--- src/rtl/serial_sub_ctrl_if.sv ---
// Handshake and operand/result bundle for the bit-serial subtractor.
// The requester uses the master modport; the sequencer uses the slave modport.
interface serial_sub_ctrl_if #(
    parameter int W = 8
);
    logic         start;
    logic [W-1:0] a_i;
    logic [W-1:0] b_i;
    logic         ready;
    logic         busy;
    logic         done;
    logic [W-1:0] diff_o;
    logic         bout_o;

    modport master (
        output start, a_i, b_i,
        input  ready, busy, done, diff_o, bout_o
    );

    modport slave (
        input  start, a_i, b_i,
        output ready, busy, done, diff_o, bout_o
    );
endinterface

--- src/rtl/serial_sub_ctrl.sv ---
// Bit-serial a - b sequencer, LSB first, sharing one full_sub_st cell.
// Define SERIAL_SUB_SAT_EN for an unsigned saturating result (clamped to 0 on borrow).
module full_sub_st (
    input  logic a,
    input  logic b,
    input  logic bin,
    output logic diff,
    output logic bout
);
    assign diff = a ^ b ^ bin;
    assign bout = (~a & b) | (~(a ^ b) & bin);
endmodule

module serial_sub_ctrl #(
    parameter int W = 8
) (
    input  logic            clk,
    input  logic            rst,
    serial_sub_ctrl_if.slave bus
);
    localparam int CW = $clog2(W + 1);
    localparam logic [CW-1:0] LAST = CW'(W - 1);

    typedef enum logic [1:0] {IDLE, SHIFT, DONE} state_t;

    state_t         state_reg;
    logic [W-1:0]   a_reg;
    logic [W-1:0]   b_reg;
    logic [W-1:0]   res_reg;
    logic           borrow_reg;
    logic [CW-1:0]  count_reg;
    logic           ready_reg;
    logic           busy_reg;
    logic           done_reg;
    logic [W-1:0]   diff_reg;
    logic           bout_reg;

    logic           bit_diff;
    logic           bit_bout;
    logic [W-1:0]   res_next;
    logic [W-1:0]   final_diff;

    full_sub_st u_full_sub (
        .a    (a_reg[0]),
        .b    (b_reg[0]),
        .bin  (borrow_reg),
        .diff (bit_diff),
        .bout (bit_bout)
    );

    // New difference bit enters at the MSB so the LSB-first stream lands in place.
    assign res_next = (res_reg >> 1) | (W'(bit_diff) << (W - 1));

`ifdef SERIAL_SUB_SAT_EN
    assign final_diff = bit_bout ? '0 : res_next;
`else
    assign final_diff = res_next;
`endif

    always_ff @(posedge clk or posedge rst) begin
        if (rst) begin
            state_reg  <= IDLE;
            a_reg      <= '0;
            b_reg      <= '0;
            res_reg    <= '0;
            borrow_reg <= 1'b0;
            count_reg  <= '0;
            ready_reg  <= 1'b1;
            busy_reg   <= 1'b0;
            done_reg   <= 1'b0;
            diff_reg   <= '0;
            bout_reg   <= 1'b0;
        end else begin
            case (state_reg)
                IDLE: begin
                    if (bus.start) begin
                        a_reg      <= bus.a_i;
                        b_reg      <= bus.b_i;
                        borrow_reg <= 1'b0;
                        count_reg  <= '0;
                        ready_reg  <= 1'b0;
                        busy_reg   <= 1'b1;
                        state_reg  <= SHIFT;
                    end
                end
                SHIFT: begin
                    a_reg      <= a_reg >> 1;
                    b_reg      <= b_reg >> 1;
                    res_reg    <= res_next;
                    borrow_reg <= bit_bout;
                    count_reg  <= count_reg + 1'b1;
                    // Last bit: publish the result in the same edge it completes.
                    if (count_reg == LAST) begin
                        busy_reg  <= 1'b0;
                        done_reg  <= 1'b1;
                        diff_reg  <= final_diff;
                        bout_reg  <= bit_bout;
                        state_reg <= DONE;
                    end
                end
                DONE: begin
                    done_reg  <= 1'b0;
                    ready_reg <= 1'b1;
                    state_reg <= IDLE;
                end
                default: state_reg <= IDLE;
            endcase
        end
    end

    assign bus.ready  = ready_reg;
    assign bus.busy   = busy_reg;
    assign bus.done   = done_reg;
    assign bus.diff_o = diff_reg;
    assign bus.bout_o = bout_reg;
endmodule

--- src/flat_wrapper.sv ---
// flat-port wrapper written by rule: the top's interface ports become plain ports
module serial_sub_ctrl_flat 
#(
    parameter int W = 8
)
  (clk, rst, bus_start, bus_a_i, bus_b_i, bus_ready, bus_busy, bus_done, bus_diff_o, bus_bout_o);
  serial_sub_ctrl_if #(.W(W)) bus_i ();
  input  logic clk;
  input  logic rst;
  input wire logic [$bits(bus_i.start)-1:0] bus_start;
  input wire logic [$bits(bus_i.a_i)-1:0] bus_a_i;
  input wire logic [$bits(bus_i.b_i)-1:0] bus_b_i;
  output wire logic [$bits(bus_i.ready)-1:0] bus_ready;
  output wire logic [$bits(bus_i.busy)-1:0] bus_busy;
  output wire logic [$bits(bus_i.done)-1:0] bus_done;
  output wire logic [$bits(bus_i.diff_o)-1:0] bus_diff_o;
  output wire logic [$bits(bus_i.bout_o)-1:0] bus_bout_o;
  assign bus_i.start = bus_start;
  assign bus_i.a_i = bus_a_i;
  assign bus_i.b_i = bus_b_i;
  assign bus_ready = bus_i.ready;
  assign bus_busy = bus_i.busy;
  assign bus_done = bus_i.done;
  assign bus_diff_o = bus_i.diff_o;
  assign bus_bout_o = bus_i.bout_o;
  serial_sub_ctrl #(.W(W)) u_core (.clk(clk), .rst(rst), .bus(bus_i));
endmodule
--- config.mk ---
export PLATFORM = sky130hd
export DESIGN_NAME = serial_sub_ctrl_flat
export DESIGN_NICKNAME = d
export VERILOG_FILES = /design/src/rtl/serial_sub_ctrl_if.sv /design/src/rtl/serial_sub_ctrl.sv /design/src/flat_wrapper.sv
export SDC_FILE = /design/constraint.sdc
export NUM_CORES = 1
export LEC_CHECK = 0
export ABC_AREA = 1
export BUFFER_PORTS_ARGS = -buffer_cell sky130_fd_sc_hd__clkbuf_2
export CAP_MARGIN = 20
export CORE_ASPECT_RATIO = 1.2
export CORE_MARGIN = 8
export CORE_UTILIZATION = 59
export DETAILED_ROUTE_END_ITERATION = 16
export GPL_TIMING_DRIVEN = 0
export PLACE_DENSITY_LB_ADDON = 0.1
export SETUP_SLACK_MARGIN = 0.05
export SLEW_MARGIN = 20
export SYNTH_ARGS = -nofsm -noshare
export SYNTH_HDL_FRONTEND = slang
export SYNTH_SLANG_ARGS = --single-unit
--- constraint.sdc ---
create_clock -name clk -period 2.2 [get_ports clk]
set_input_delay 0.22 -clock clk [delete_from_list [all_inputs] [get_ports clk]]
set_output_delay 0.22 -clock clk [all_outputs]
set_load 0.02 [all_outputs]
Word-level counts from Yosys, hierarchy flattened

Cells that the tools add are included.

Bits of input ports: 19
Register bits after elaboration: 43
Word-level logic and storage cells: 52
Output and inout port bits: 12

Equal/unequal tests: 5
Mux-type cells: 17
Bitwise logic cells: 8
Add/sub/neg operators: 1
Reduce and logical (&&, ||, !) cells: 10

Operators by type and width:

| cell                | number |
|---|---|
| $pmux 8 s2          | 2 |
| $mux 8              | 2 |
| $reduce_and 2->1    | 5 |
| $or 7x8->8          | 1 |
| $pmux 1 s2          | 4 |
| $pmux 4 s2          | 1 |
| $reduce_bool 2->1   | 3 |
| $add 4x1->4 const B | 1 |
| $eq 4x3->1 const B  | 1 |
| $mux 1              | 4 |
| $mux 2              | 2 |
| $mux 4              | 1 |
| $pmux 2 s2          | 1 |
| $reduce_and 3->1    | 1 |
| $and 1x1->1         | 2 |
| $eq 2x1->1 const B  | 1 |
| $eq 2x2->1 const B  | 1 |
| $logic_not 2->1     | 1 |
| $ne 2x1->1 const B  | 1 |
| $ne 2x2->1 const B  | 1 |
| $not 1->1           | 2 |
| $xor 1x1->1         | 2 |
| $or 1x1->1          | 1 |

Longest topological paths before layout

Depth in word-level cells: 5
Gate-level depth with buffers: 7

Hierarchy

A second synthesis with hierarchy kept.

Cells, all modules: 204
Area, all modules: 1,789.2 um^2

Modules (own cells, without submodules):

| module          | times used | area an instance (um^2) | cells an instance |
|---|---|---|---|
| serial_sub_ctrl | 1          | 1,757.9                 | 200 |
| full_sub_st     | 1          | 31.3                    | 4 |

Least setup slack after synthesis

Ideal clock, no wire load.

Path type: reg2reg
Start: register u_core.count_reg[0]
End: register u_core.diff_reg[7] (netlist: u_core.bus.diff_o[7])
Clock period less this slack: 1.144 ns
Path buffers: 1
Path slack: 1.056 ns
Data arrival time: 1.028 ns
Required time: 2.083 ns
Stages on the path, launching flop included: 8
Path through: dfrtp_1 > ha_1 > nand2_1 > nor2_1 > nand2_1 > buf_6 > nand2_1 > nand2_1

Cells in the longest elaborated chain, start to end: 2

RTL lines:

| element                    | line                  | source |
|---|---|---|
| start, declared            | serial_sub_ctrl.sv:31 | `logic [CW-1:0] count_reg;` |
| start signal, assigned     | serial_sub_ctrl.sv:91 | `count_reg <= count_reg + 1'b1;` |
| $eq 4x3->1                 | serial_sub_ctrl.sv:93 | `if (count_reg == LAST) begin` |
| $reduce_and 2->1 (no line) | -                     |  |
| end signal, assigned       | serial_sub_ctrl.sv:96 | `diff_reg <= final_diff;` |
| end, declared              | serial_sub_ctrl.sv:35 | `logic [W-1:0] diff_reg;` |

No other way between the ends.
A chain may end at the register's enable or synchronous reset.

Worst setup path after layout

Same ends and word-level chain as after synthesis.

==> metrics list <==
* Area taken by multi-input logic gates: 735.7 um^2
- The first global-routing pass estimated 6.768 mm of wire.
* Total I/O pin count: 31
- The clock network accounts for 16.0% of the total power.
- On the final layout, the worst clock skew is 0.009718 ns.
* Yosys warns: 0
- Summing all flip-flop and latch instances after layout gives 1052 um^2.
- Num rows: 22
* Seq/Total Area, Yosys: 55.08%
* Kind of launch point of the worst setup path: register
- Clock-pin slew was measured on the worst setup and hold paths at 0.13 ns.
- Data arrives at the worst endpoint at 1.58 ns.
- Biggest area consumer among synthesized cells: dfrtp_1
* Mean routed wirelength per cell: 12.28 um
* Vias in the first global route: 1549
- Layout fillers: 250
* Ratio of final minimum period to clock period: 60.30%
- After clock tree synthesis, the repair step resized 0 gates.
- The post-route netlist has 20.44% of its cells at a drive strength greater than 1.
- Detailed routing inserted a total of 1544 vias.
- Across the VDD grid, the largest voltage drop is 0.9109 mV.
- Hpwl dp: 2.758 mm
- Summed over all layers, the routed wires come to 3.806 mm.
* Synth cell types: 19
- Summed over all nets, the switching power comes to 0.001325 W.
- The total overflow left after global routing is 0.
* Largest fanout on the critical path: 10
* Maximum number of pins on one net before global-route repair: 27
- The average instance in the mapped netlist occupies 8.165 um^2.
* Final-report hold violation count: 0
- Die outline height: 78.34 um
- Counting every net in the synthesized netlist gives 255.
- In this run, CTS created clock tree buffers numbering 5.
- Buffers inserted to repair hold after CTS numbered 1.
- Number of design-rule violations left by the first detailed-router iteration: 78
- Net total in the final layout: 294
- Type of the worst min-delay path: input pin to register
- Maximum achievable frequency: 753.8 MHz
- Power per cell area: 1460 nW/um^2
* Worst path required time: 2.46 ns
* Share of the core filled with cells in the final layout: 72.04%
- Comb pwr share: 42.4%
- Switching portion of total power: 40.87%
* Most area-consuming cells after synthesis: dfrtp_1 (54%), nand2_1 (27%), nand3_1 (4.7%)
- Number of register bits inferred by synthesis: 42
* DRC errors left: 0
* Capturing element type of the critical path: register
* H-tree levels: 2
- Vias per Instance: 4.981
- Counting every sink on the clock net gives 42.
* Placeable Area: 3083 um^2
- Internal power comes to 0.001917 W.
- The number of antenna diodes in the final layout is 0.
* Status: completed
* Number of antenna-violating nets in the routed design: 0
* Port-buffer cells: 30
- The tool flagged a number of max-cap violations equal to 0.
- Starting utilization of the core area: 61.97%
- Placer congestion estimate: 0.7509
- Setup violators final: 0
- The final number of max-transition violations was 0.
- In the global route stage, overall resource usage came out at 16.35%.
- After technology mapping, the gate count stands at 234.
* Critical setup path kind: register to register
- At the pin with the least slew margin, the transition time is 0.3826 ns.
- The number of antenna violations at the first check in global routing is 0.
- The worst pin sits at a relative slew slack of 74.46%.
- The cell area that synthesis handed to floorplanning was 1911 um^2.
- The die covers 5322 um^2.
- In this run, flip-flops and latches consume 41.6% of the power.
- The floorplan step set the die width to 67.95 um.
- For the final routed database, the setup TNS stands at 0 ns.
* Buffer type at the clock tree root: clkbuf_4
* Maximum buffer depth of the clock tree: 2
- The synthesized design devotes to its leading area cell type 53.70% of total area.
- The later pin in the worst-skew pair is clocked with a latency of 0.36 ns.
- Post-CTS setup buffer count: 0
- Subtracting the final worst setup slack from the clock period gives 1.327 ns.
- Static leakage power: 1.274 nW
* Unrepaired setup endpoints after global routing: no
- Synth-to-layout area growth: 16.24%
- TritonCTS built the clock tree.
- Number of optimization iterations in the first detailed-route pass: 4
## layout make-up
cell class              instances  area share (%)
well taps                      36           2.028
multi-input cells             171           33.13
plain buffers                  10           3.549
inverters                      11           1.972
flip-flops and latches         42           47.38
repair buffers                 32           8.113
clock inverters                 1           1.352
clock buffers                   7           2.479
## worst paths after layout
check	start	endpoint	slack (ns)	cells after the start
max in group asynchronous	rst	u_core.bus.ready$_DFFE_PP1P_	1.29	4
hold reg to reg	u_core.bus.busy$_DFFE_PP0P_	u_core.bus.busy$_DFFE_PP0P_	0.49	2
min in group asynchronous	rst	u_core.bus.busy$_DFFE_PP0P_	0.38	3
setup reg to reg	u_core.count_reg[0]$_DFFE_PP0P_	u_core.bus.diff_o[7]$_DFFE_PP0P_	0.87	7
hold / removal	bus_b_i[7]	u_core.b_reg[7]$_DFFE_PP0P_	0.07	3
setup / recovery	u_core.count_reg[0]$_DFFE_PP0P_	u_core.bus.diff_o[7]$_DFFE_PP0P_	0.87	7
## synth_stat cells, drive strengths merged
cell type  number
nand2         140
dfrtp          41
nand3          18
inv            11
buf            10
o21ai           7
nor2            3
dfstp           1
fa              1
ha              1
nand4           1
## critical path, stage by stage (launching register included)
cell and delay [ns]:
dfrtp_1 0.43, ha_1 0.23, nand2_1 0.08, nor2_1 0.13
nand2_1 0.10, buf_6 0.15, nand2_1 0.06, nand2_1 0.05
## through the flow
stage / setup slack (ns) / total power (W) / hold slack (ns) / cell area, um^2 / cells
after floorplan: 1.007 / 0.002363 / 0.3296 / 1911 / 234
after global placement: 0.5307 / 0.002705 / 0.4247 / 2106 / 300
after detailed placement: 0.8955 / 0.002751 / 0.2097 / 2126 / 301
after CTS: 0.8805 / 0.003277 / 0.06298 / 2221 / 310
after global routing: 0.7633 / 0.003539 / 0.05200 / 2221 / 310
final: 0.8733 / 0.003242 / 0.06714 / 2221 / 310
## power by group through the flow
stage | sequential (W) | clock, W | combinational (W)
floorplan | 0.00146 | 0 | 0.000904
global placement | 0.00135 | 0 | 0.00136
detailed placement | 0.00136 | 0 | 0.00139
CTS | 0.00134 | 0.000529 | 0.00140
global route | 0.00139 | 0.000561 | 0.00159
finish | 0.00135 | 0.000519 | 0.00138
## metal layers
layer | global-route usage (%) | wire length, um
met1 | 19.38 | 1740
met2 | 26.25 | 1791
met3 | 5.114 | 210
met4 | 7.187 | 64
met5 | 0 | 0
## kinds of logic after synthesis
group | after synthesis | share of synthesized area (%)
simple gates | 162 | 34.38
flops | 42 | 55.08
buf+inv | 21 | 6.418
compound gates | 7 | 2.423
fa+ha+maj | 2 | 1.703
## cells in the final DEF, fill, tap and decap left out
master / count
buf_4: 4
dfstp_2: 1
inv_4: 1
dfrtp_1: 41
nor2_1: 2
bufinv_16: 1
inv_2: 3
nand4_1: 1
clkbuf_4: 5
clkbuf_8: 1
ha_1: 1
nor2_4: 1
buf_12: 1
fa_1: 1
nand3_1: 18
dlygate4sd3_1: 1
buf_2: 3
o21ai_0: 5
buf_6: 3
nand2_8: 1
inv_1: 7
clkbuf_2: 30
o21ai_1: 1
nand2_1: 139
o21ai_4: 1
clkbuf_1: 1
Power figures use the tool's default switching activity.
